**config.mk**
```make
export PLATFORM = sky130hd
export DESIGN_NAME = chunk_serial_adder
export DESIGN_NICKNAME = d
export VERILOG_FILES = /design/src/rtl/chunk_serial_adder_pkg.sv /design/src/rtl/chunk_serial_adder_add.sv /design/src/rtl/chunk_serial_adder.sv
export SDC_FILE = /design/constraint.sdc
export NUM_CORES = 1
export LEC_CHECK = 0
export ABC_AREA = 1
export ABC_CLOCK_PERIOD_IN_PS = 7100
export CORE_ASPECT_RATIO = 1.4
export CORE_MARGIN = 5
export CORE_UTILIZATION = 40
export CTS_BUF_LIST = sky130_fd_sc_hd__clkbuf_16
export CTS_CLUSTER_SIZE = 8
export DETAILED_ROUTE_END_ITERATION = 8
export PLACE_DENSITY = 0.72
export SYNTH_ARGS = -nofsm -noshare
export SYNTH_HDL_FRONTEND = slang
export SYNTH_SLANG_ARGS = --single-unit
```
**constraint.sdc**
```tcl
create_clock -name clk -period 7.1 [get_ports clk]
set_input_delay 1.42 -clock clk [delete_from_list [all_inputs] [get_ports clk]]
set_output_delay 1.42 -clock clk [all_outputs]
set_load 0.05 [all_outputs]
```
**src/rtl/chunk_serial_adder_pkg.sv**
```systemverilog
// rtl/chunk_serial_adder_pkg.sv - shared types and elaboration checks for chunk_serial_adder
//
// Holds the FSM state encoding used by the top.
// Also defines CSA_WIDTH_CHECK, which stops elaboration when WIDTH is not
// an exact multiple of CHUNK.
// No ports.

package chunk_serial_adder_pkg;

  typedef enum logic [1:0] {
    IDLE = 2'd0,
    RUN  = 2'd1,
    DONE = 2'd2
  } state_e;

endpackage

`ifndef CSA_WIDTH_CHECK
`define CSA_WIDTH_CHECK(W, C) \
  if (((W) % (C)) != 0) begin : g_width_check \
    $error("chunk_serial_adder: WIDTH must be a multiple of CHUNK"); \
  end
`endif

```
**src/rtl/chunk_serial_adder_add.sv**
```systemverilog
// rtl/chunk_serial_adder_add.sv - combinational CHUNK-bit adder slice
//
// Ports:
//   x  [CHUNK]  in   chunk of operand A
//   y  [CHUNK]  in   chunk of operand B (already inverted for subtract)
//   ci          in   carry into the chunk
//   s  [CHUNK]  out  chunk sum
//   co          out  carry out of the chunk

module chunk_add
  import chunk_serial_adder_pkg::*;
#(
  parameter int CHUNK = 4
) (
  input  logic [CHUNK-1:0] x,
  input  logic [CHUNK-1:0] y,
  input  logic             ci,
  output logic [CHUNK-1:0] s,
  output logic             co
);

  assign {co, s} = {1'b0, x} + {1'b0, y} + {{CHUNK{1'b0}}, ci};

endmodule

```
**src/rtl/chunk_serial_adder.sv**
```systemverilog
// rtl/chunk_serial_adder.sv - multi-cycle add/subtract, CHUNK bits per clock
//
// Ports:
//   clk            in   system clock, rising edge
//   rst_n          in   asynchronous active-low reset
//   start          in   request an operation (sampled in IDLE only)
//   a, b [WIDTH]   in   operands, captured on the accepting edge
//   cin            in   carry-in for add mode
//   sub            in   0: a+b+cin, 1: a-b
//   busy           out  operation in progress
//   done           out  one-cycle pulse, results valid from this cycle
//   sum  [WIDTH]   out  result, held until the next accepted start
//   cout           out  carry out of MSB (sub mode: 1 = no borrow)
//   ovf            out  two's-complement overflow

module chunk_serial_adder
  import chunk_serial_adder_pkg::*;
#(
  parameter int WIDTH = 16,
  parameter int CHUNK = 4
) (
  input  logic             clk,
  input  logic             rst_n,
  input  logic             start,
  input  logic [WIDTH-1:0] a,
  input  logic [WIDTH-1:0] b,
  input  logic             cin,
  input  logic             sub,
  output logic             busy,
  output logic             done,
  output logic [WIDTH-1:0] sum,
  output logic             cout,
  output logic             ovf
);

  localparam int NCH = WIDTH / CHUNK;
  localparam int IW  = (NCH > 1) ? $clog2(NCH) : 1;
  localparam logic [IW-1:0] LAST = IW'(NCH - 1);

  `CSA_WIDTH_CHECK(WIDTH, CHUNK)

  state_e           state_q;
  logic [WIDTH-1:0] opa_q;
  logic [WIDTH-1:0] opb_q;
  logic [WIDTH-1:0] sum_q;
  logic             carry_q;
  logic [IW-1:0]    idx_q;
  logic             busy_q;
  logic             done_q;
  logic             cout_q;
  logic             ovf_q;

  logic [CHUNK-1:0] opa_chunk;
  logic [CHUNK-1:0] opb_chunk;
  logic [CHUNK-1:0] sum_chunk_d;
  logic             carry_d;

  assign opa_chunk = opa_q[idx_q*CHUNK +: CHUNK];
  assign opb_chunk = opb_q[idx_q*CHUNK +: CHUNK];

  chunk_add #(
    .CHUNK (CHUNK)
  ) u_chunk_add (
    .x  (opa_chunk),
    .y  (opb_chunk),
    .ci (carry_q),
    .s  (sum_chunk_d),
    .co (carry_d)
  );

  always_ff @(posedge clk or negedge rst_n) begin
    if (!rst_n) begin
      state_q <= IDLE;
      opa_q   <= '0;
      opb_q   <= '0;
      sum_q   <= '0;
      carry_q <= 1'b0;
      idx_q   <= '0;
      busy_q  <= 1'b0;
      done_q  <= 1'b0;
      cout_q  <= 1'b0;
      ovf_q   <= 1'b0;
    end else begin
      case (state_q)
        IDLE: begin
          if (start) begin
            // Subtract is a + ~b + 1, so the inverted operand and the
            // forced carry-in are set up once here; RUN never looks at sub.
            opa_q   <= a;
            opb_q   <= sub ? ~b : b;
            carry_q <= sub | cin;
            idx_q   <= '0;
            busy_q  <= 1'b1;
            state_q <= RUN;
          end
        end
        RUN: begin
          sum_q[idx_q*CHUNK +: CHUNK] <= sum_chunk_d;
          carry_q <= carry_d;
          if (idx_q == LAST) begin
            cout_q  <= carry_d;
            // opb_q already holds ~b in sub mode, so one formula covers both.
            ovf_q   <= (opa_q[WIDTH-1] == opb_q[WIDTH-1]) &&
                       (sum_chunk_d[CHUNK-1] != opa_q[WIDTH-1]);
            busy_q  <= 1'b0;
            done_q  <= 1'b1;
            state_q <= DONE;
          end else begin
            idx_q <= idx_q + IW'(1);
          end
        end
        DONE: begin
          done_q  <= 1'b0;
          state_q <= IDLE;
        end
        default: begin
          state_q <= IDLE;
        end
      endcase
    end
  end

  assign busy = busy_q;
  assign done = done_q;
  assign sum  = sum_q;
  assign cout = cout_q;
  assign ovf  = ovf_q;

endmodule

```
==> qor.yml, run 1 <==
logic_synthesis:
  yosysWarnings: 0
  yosys.cell_types.count: 30
  synth-simple-area-share_pct: 19.5
  synth_compound_area_share_pct: 14.7
  synth_xor_area_share_pct: 5.22
  postSynthCellCount: 322
  ys_seq_area_share_pct: 50.0
  synth_top_family_by_area: "simple AND/OR/NAND/NOR gates"
  ys_ff_latch: 57
  synth_adder_area_share_pct: 5.35
  syn_avg_cell_area_um2: 8.86
  synth_fp_nets: 370
  syn-cell-area_um2: 2850
  synthMuxAreaShare_pct: 0
sta:
  finClkSkew_ns: 0.00681
  hold_violations: 0
  tightest_slew_ns: 0.846
  relSlewSlack_pct: 43.4
  post-route-min-period_ns: 3.34
  whs_ns: 0.463
  finalSetupViolCount: 0
  max_freq_ghz: 0.299
  finalMaxSlewViolations: 0
  fin_setup_tns_ns: 0
  fin_crit_sh_pct: 47.0
  rsz0062_at_grt: "no"
layout:
  area_delta_synth_final_pct: 30.3
  final_cells: 477
  drive_gt1_share_pct: 7.59
  n_antenna_cell: 0
  n_fill_cell: 667
  final_nets: 425
run_status:
  status: "completed"
grt:
  grtUsageTotal_pct: 15.6
  globalRouteOverflowTotal: 0
  grt_max_degree: 58
  antenna_found_initial: 0
  grt_pass1_wl_um: 10300
  grt_pass1_vias: 2256
placement:
  detailed_place_hpwl_um: 4590
  numPortBuffers: 56
  dp_cells: 461
  place.gp.congestion: 0.802
floorplanning:
  num_rows: 36
  dieArea_um2: 8940
  core_um2: 6980
  initial_core_util_pct: 40.9
  dieWidth_um: 81.4
  ios: 57
  die_h_um: 110
worst_hold_path:
  hp-class: "reg -> reg"
  hp-start: "opa_q[7]"
power_and_ir_drop:
  power_density_nw_per_um2: 520
  power.leakage_nw: 1.69
  ir_worst_vdd_uv: 203
setup_path:
  worstPathArrival_ns: 3.55
  worstSetupEndpointType: "flip-flop"
  r2r-start: "idx_q[0]"
  crit_required_ns: 7.31
  cp-start-kind: "flip-flop"
  path_class: "reg -> reg"
  cp_max_fo: 26
  critPathLaunch: "idx_q[0]"
clocking:
  cts_tree: "done"
  clk_transition_reported_paths_ns: 0.05
  cts_setup_buffers: 0
  cts_buffers: 9
  cts.sinks: 57
  htreeDepth: 3
  root_buffer: "clkbuf_16"
  cts_resized: 0
  cts.path.max_buffers: 2
  ctsHoldBuffers: 0
  clk_latency_ns: 0.33
routing:
  routed_wirelength_um: 6340
  first_pass_iters: 4
  antenna_left: 0
  vias_per_cell: 4.83
  post-route-drc-count: 0
  drt_iter0_markers: 155
  route.vias.total: 2306
  wl_per_cell_um: 13.3
job:
  cap_violations: 0
-- kinds of logic after synthesis --
logic type      after synthesis
compound gates               76
xor+xnor                     17
fa+ha+maj                    11
buf+inv                      33
flops                        57
simple gates                128
-- cells in the mapped netlist, drive strengths merged --
library cell,number,share of area [%]
a21oi,4,0.83
buf,9,2.0
clkinv,1,0.13
nand2,90,12
nand3,11,1.9
clkbuf,4,0.53
ha,9,3.9
o31ai,3,0.79
inv,19,2.6
o21ai,60,11
xnor2,17,5.2
nor2,22,3.5
nand4,3,1.2
dfrtp,57,50
o22ai,8,1.8
o21bai,1,0.26
fa,2,1.4
nor3,2,0.53
-- critical path, stage by stage (launching register included) --
cell,delay (ns)
dfrtp_1,0.82
inv_1,0.54
o21ai_0,0.32
o22ai_1,0.13
fa_1,0.46
fa_1,0.43
xnor2_1,0.27
nor2_1,0.07
nand2_1,0.10
o21ai_1,0.08
-- path summary, 6_finish.rpt --
check                                 to  slack (ns)  depth (start not counted)
worst min-delay path            opa_q[7]        0.46                          2
max in group asynchronous       opa_q[6]        5.42                          2
worst max register to register    sum[6]        3.76                          9
worst min register to register  opa_q[7]        0.46                          2
worst max-delay path              sum[6]        3.76                          9
min in group asynchronous       opb_q[1]        1.22                          2
-- cell usage in the layout (no fill, tap or decap), types with 9 or more instances in the layout --
master	netlist	routed
clkbuf_16	0	9
dfrtp_1	57	57
nor2_1	19	19
o21ai_0	37	37
nand3_1	11	11
inv_1	15	16
clkdlybuf4s50_1	0	55
o21ai_1	19	19
xnor2_1	17	17
nand2_1	88	88
ha_1	9	9
-- flip-flops by register name, indices dropped and copies added, names as in the netlist --
name     cells
cout         1
idx_q        2
done         1
ovf          1
busy         1
carry_q      1
opb_q       16
state_q      2
opa_q       16
sum         16
-- stage by stage --
stage / instance area [um^2] / total power [mW] / setup WS (ns) / util [%]
floorplan: 2850 / 1.29 / 4.84 / -
global placement: 3460 / 1.54 / 3.91 / 49.6
detailed placement: 3460 / 1.57 / 3.82 / 49.6
CTS: 3720 / 1.94 / 3.79 / 53.2
global route: 3720 / 2.09 / 3.37 / 53.2
finish: 3720 / 1.93 / 3.76 / 53.2
-- report_power, final --
part | internal (mW) | switching, mW
clock | 0.227 | 0.136
combinational | 0.341 | 0.649
sequential | 0.470 | 0.110
total | 1.04 | 0.895
-- cell type report --
| type | count | area (um^2) | area share [%] |
|---|---|---|---|
| clock buffer | 9 | 225 | 6.06 |
| clock inverter | 7 | 28.8 | 0.774 |
| inverter | 20 | 77.6 | 2.09 |
| multi-input combinational | 232 | 1280 | 34.4 |
| sequential | 57 | 1430 | 38.4 |
| tap | 95 | 119 | 3.20 |
| timing repair buffer | 57 | 563 | 15.1 |
-- routing by layer --
metal / global-route usage [%] / wire, um / vias to the layer above
li1: - / - / 1166
met1: 17.1 / 2460 / 1072
met2: 26.4 / 3360 / 55
met3: 4.43 / 342 / 13
met4: 9.42 / 179 / 0
met5: 0 / 0 / -
(Power assumes the default switching activity.)
==> run 2: changes to the inputs <==
--- a/config.mk
+++ b/config.mk
@@ -6,7 +6,7 @@
 export NUM_CORES = 1
 export LEC_CHECK = 0
 export ABC_AREA = 1
-export ABC_CLOCK_PERIOD_IN_PS = 7100
+export ABC_CLOCK_PERIOD_IN_PS = 3410
 export CORE_ASPECT_RATIO = 1.4
 export CORE_MARGIN = 5
 export CORE_UTILIZATION = 40
==> constraint.sdc (replaced) <==
create_clock -name clk -period 3.41 [get_ports clk]
set_input_delay 0.682 -clock clk [delete_from_list [all_inputs] [get_ports clk]]
set_output_delay 0.682 -clock clk [all_outputs]
set_load 0.05 [all_outputs]
==> run 2 against run 1 <==
Effect of this change: via count grew 2.1%; routed wire length grew 2.5%; clock power grew 110%; largest power group unchanged; hold slack lost 0.027 ns.
==> qor.yml, run 2 (synthesis results as in run 1) <==
clocking:
  root_buffer: "clkbuf_16"  # unchanged
  ctsHoldBuffers: 0  # unchanged
  cts_tree: "done"  # unchanged
  cts_buffers: 9  # unchanged
  htreeDepth: 3  # unchanged
  cts.path.max_buffers: 2  # unchanged
  clk_latency_ns: 0.33  # about the same
  cts_resized: 0  # unchanged
  clk_transition_reported_paths_ns: 0.05  # about the same
  cts_setup_buffers: 0  # unchanged
  cts.sinks: 57  # unchanged
setup_path:
  worstSetupEndpointType: "flip-flop"  # unchanged
  cp-start-kind: "flip-flop"  # unchanged
  max_stage_delay_ns: 0.54  # was 0.82 ns
  cp_max_fo: 12  # was 26
  critPathSlowestCell: "dfrtp_1"  # unchanged
  path_class: "reg -> reg"  # unchanged
  path_cells: "clkinv_1 > o21ai_0 > o22ai_1 > fa_1 > fa_1 > xnor2_1 > nor2_1 > nand2_1 > o21ai_1"  # was inv_1 > o21ai_0 > o22ai_1 > fa_1 > fa_1 > xnor2_1 > nor2_1 > nand2_1 > o21ai_1
  worstPathArrival_ns: 2.92  # was 3.55 ns
  crit_required_ns: 3.62  # was 7.31 ns
  crit_path_frequent_cell: "fa_1"  # unchanged
routing:
  routed_wirelength_um: 6490  # was 6340 um
  route.vias.total: 2354  # was 2306
  vias_per_cell: 4.92  # was 4.83
  first_pass_iters: 4  # unchanged
  drt_iter0_markers: 133  # was 155
  wl_per_cell_um: 13.6  # was 13.3 um
  antenna_left: 0  # unchanged
  post-route-drc-count: 0  # unchanged
floorplanning:
  die_h_um: 110  # unchanged
  core_um2: 6980  # unchanged
  initial_core_util_pct: 40.9  # unchanged
  ios: 57  # unchanged
  dieArea_um2: 8940  # unchanged
  num_rows: 36  # unchanged
  dieWidth_um: 81.4  # unchanged
placement:
  detailed_place_hpwl_um: 4860  # was 4590 um
  place.gp.congestion: 0.851  # was 0.802
  numPortBuffers: 56  # unchanged
sta:
  max_freq_ghz: 0.369  # was 0.299 GHz
  post-route-min-period_ns: 2.71  # was 3.34 ns
  hold_violations: 0  # unchanged
  finalSetupViolCount: 0  # unchanged
  finClkSkew_ns: 0.00578  # was 0.00681 ns
  whs_ns: 0.436  # was 0.463 ns
  relSlewSlack_pct: 40.6  # was 43.4%
  fin_crit_sh_pct: 79.4  # was 47.0%
  rsz0062_at_grt: "no"  # unchanged
  tightest_slew_ns: 0.888  # was 0.846 ns
  finalMaxSlewViolations: 0  # unchanged
  fin_setup_tns_ns: 0  # unchanged
worst_hold_path:
  hp-class: "in -> async"  # was reg -> reg
grt:
  antenna_found_initial: 0  # unchanged
  grt_max_degree: 52  # was 58
  grt_pass1_wl_um: 10800  # was 10300 um
  globalRouteOverflowTotal: 0  # unchanged
  grtUsageTotal_pct: 16.1  # was 15.6%
  grt_pass1_vias: 2311  # was 2256
layout:
  area_delta_synth_final_pct: 30.6  # was 30.3%
  final_util_pct: 53.4  # was 53.2%
  n_antenna_cell: 0  # unchanged
  drive_gt1_share_pct: 7.83  # was 7.59%
  final_nets: 426  # was 425
  final_cell_mix: "88 x nand2_1, 57 x dfrtp_1, 55 x clkdlybuf4s50_1"  # unchanged
  layout_commonest_cell: "nand2_1"  # unchanged
run_status:
  status: "completed"  # unchanged
power_and_ir_drop:
  ir_worst_vdd_uv: 454  # was 203 uV
  power_density_nw_per_um2: 1080  # was 520 nW/um^2
  power.leakage_nw: 1.69  # about the same
job:
  cap_violations: 0  # unchanged
-- run 2: cell count changes in the layout (fill, tap and decap cells not counted) --
| cell | delta |
|---|---|
| buf_4 | +1 |
-- run 2: worst paths after layout --
path,startpoint,endpoint,slack (ns),cells after the start
max in group asynchronous,rst_n,sum[1],2.20,2
min in group clk,opa_q[7],opa_q[7],0.47,2
worst min-delay path,rst_n,opb_q[5],0.44,1
worst min register to register,opa_q[7],opa_q[7],0.47,2
worst max register to register,idx_q[1],sum[6],0.70,9
worst max-delay path,idx_q[1],sum[6],0.70,9
-- run 2: metrics by stage --
stage	area (um^2)	power [mW]	setup slack, ns	std cells
final	3720	4.04	0.701	478
after CTS	3720	4.08	0.734	478
after global routing	3720	4.39	0.531	478
after floorplan	2850	2.69	1.15	322
after global placement	3470	3.27	0.856	462
after detailed placement	3470	3.30	0.731	462
-- run 2: worst max-delay path, delay by kind of cell, from the launching register on --
kind	cells	cell delay (ns)
adder cells (fa/ha/maj)	2	0.88
flip-flops	1	0.54
buffers and inverters	1	0.38
AO/OA/AOI/OAI	3	0.36
XOR/XNOR	1	0.25
AND/OR/NAND/NOR	2	0.17
-- run 2: per-layer routing --
| metal | up-vias | routed length [um] | global-route usage [%] |
|---|---|---|---|
| li1 | 1173 | - | - |
| met1 | 1088 | 2600 | 18.6 |
| met2 | 69 | 3340 | 26.6 |
| met3 | 24 | 277 | 2.21 |
| met4 | 0 | 277 | 11.7 |
| met5 | - | 0 | 0 |
-- run 2: power by group --
part	internal (mW)	total [mW]	switching [mW]
sequential	0.980	1.18	0.199
clock	0.473	0.757	0.284
combinational	0.717	2.11	1.39
-- run 2: layout make-up --
class,count,area (um^2)
Fill cell,637,3260
Inverter,20,77.6
Timing Repair Buffer,58,571
Multi-Input combinational cell,232,1280
Clock inverter,7,28.8
Clock buffer,9,225
Sequential cell,57,1430
Tap cell,95,119
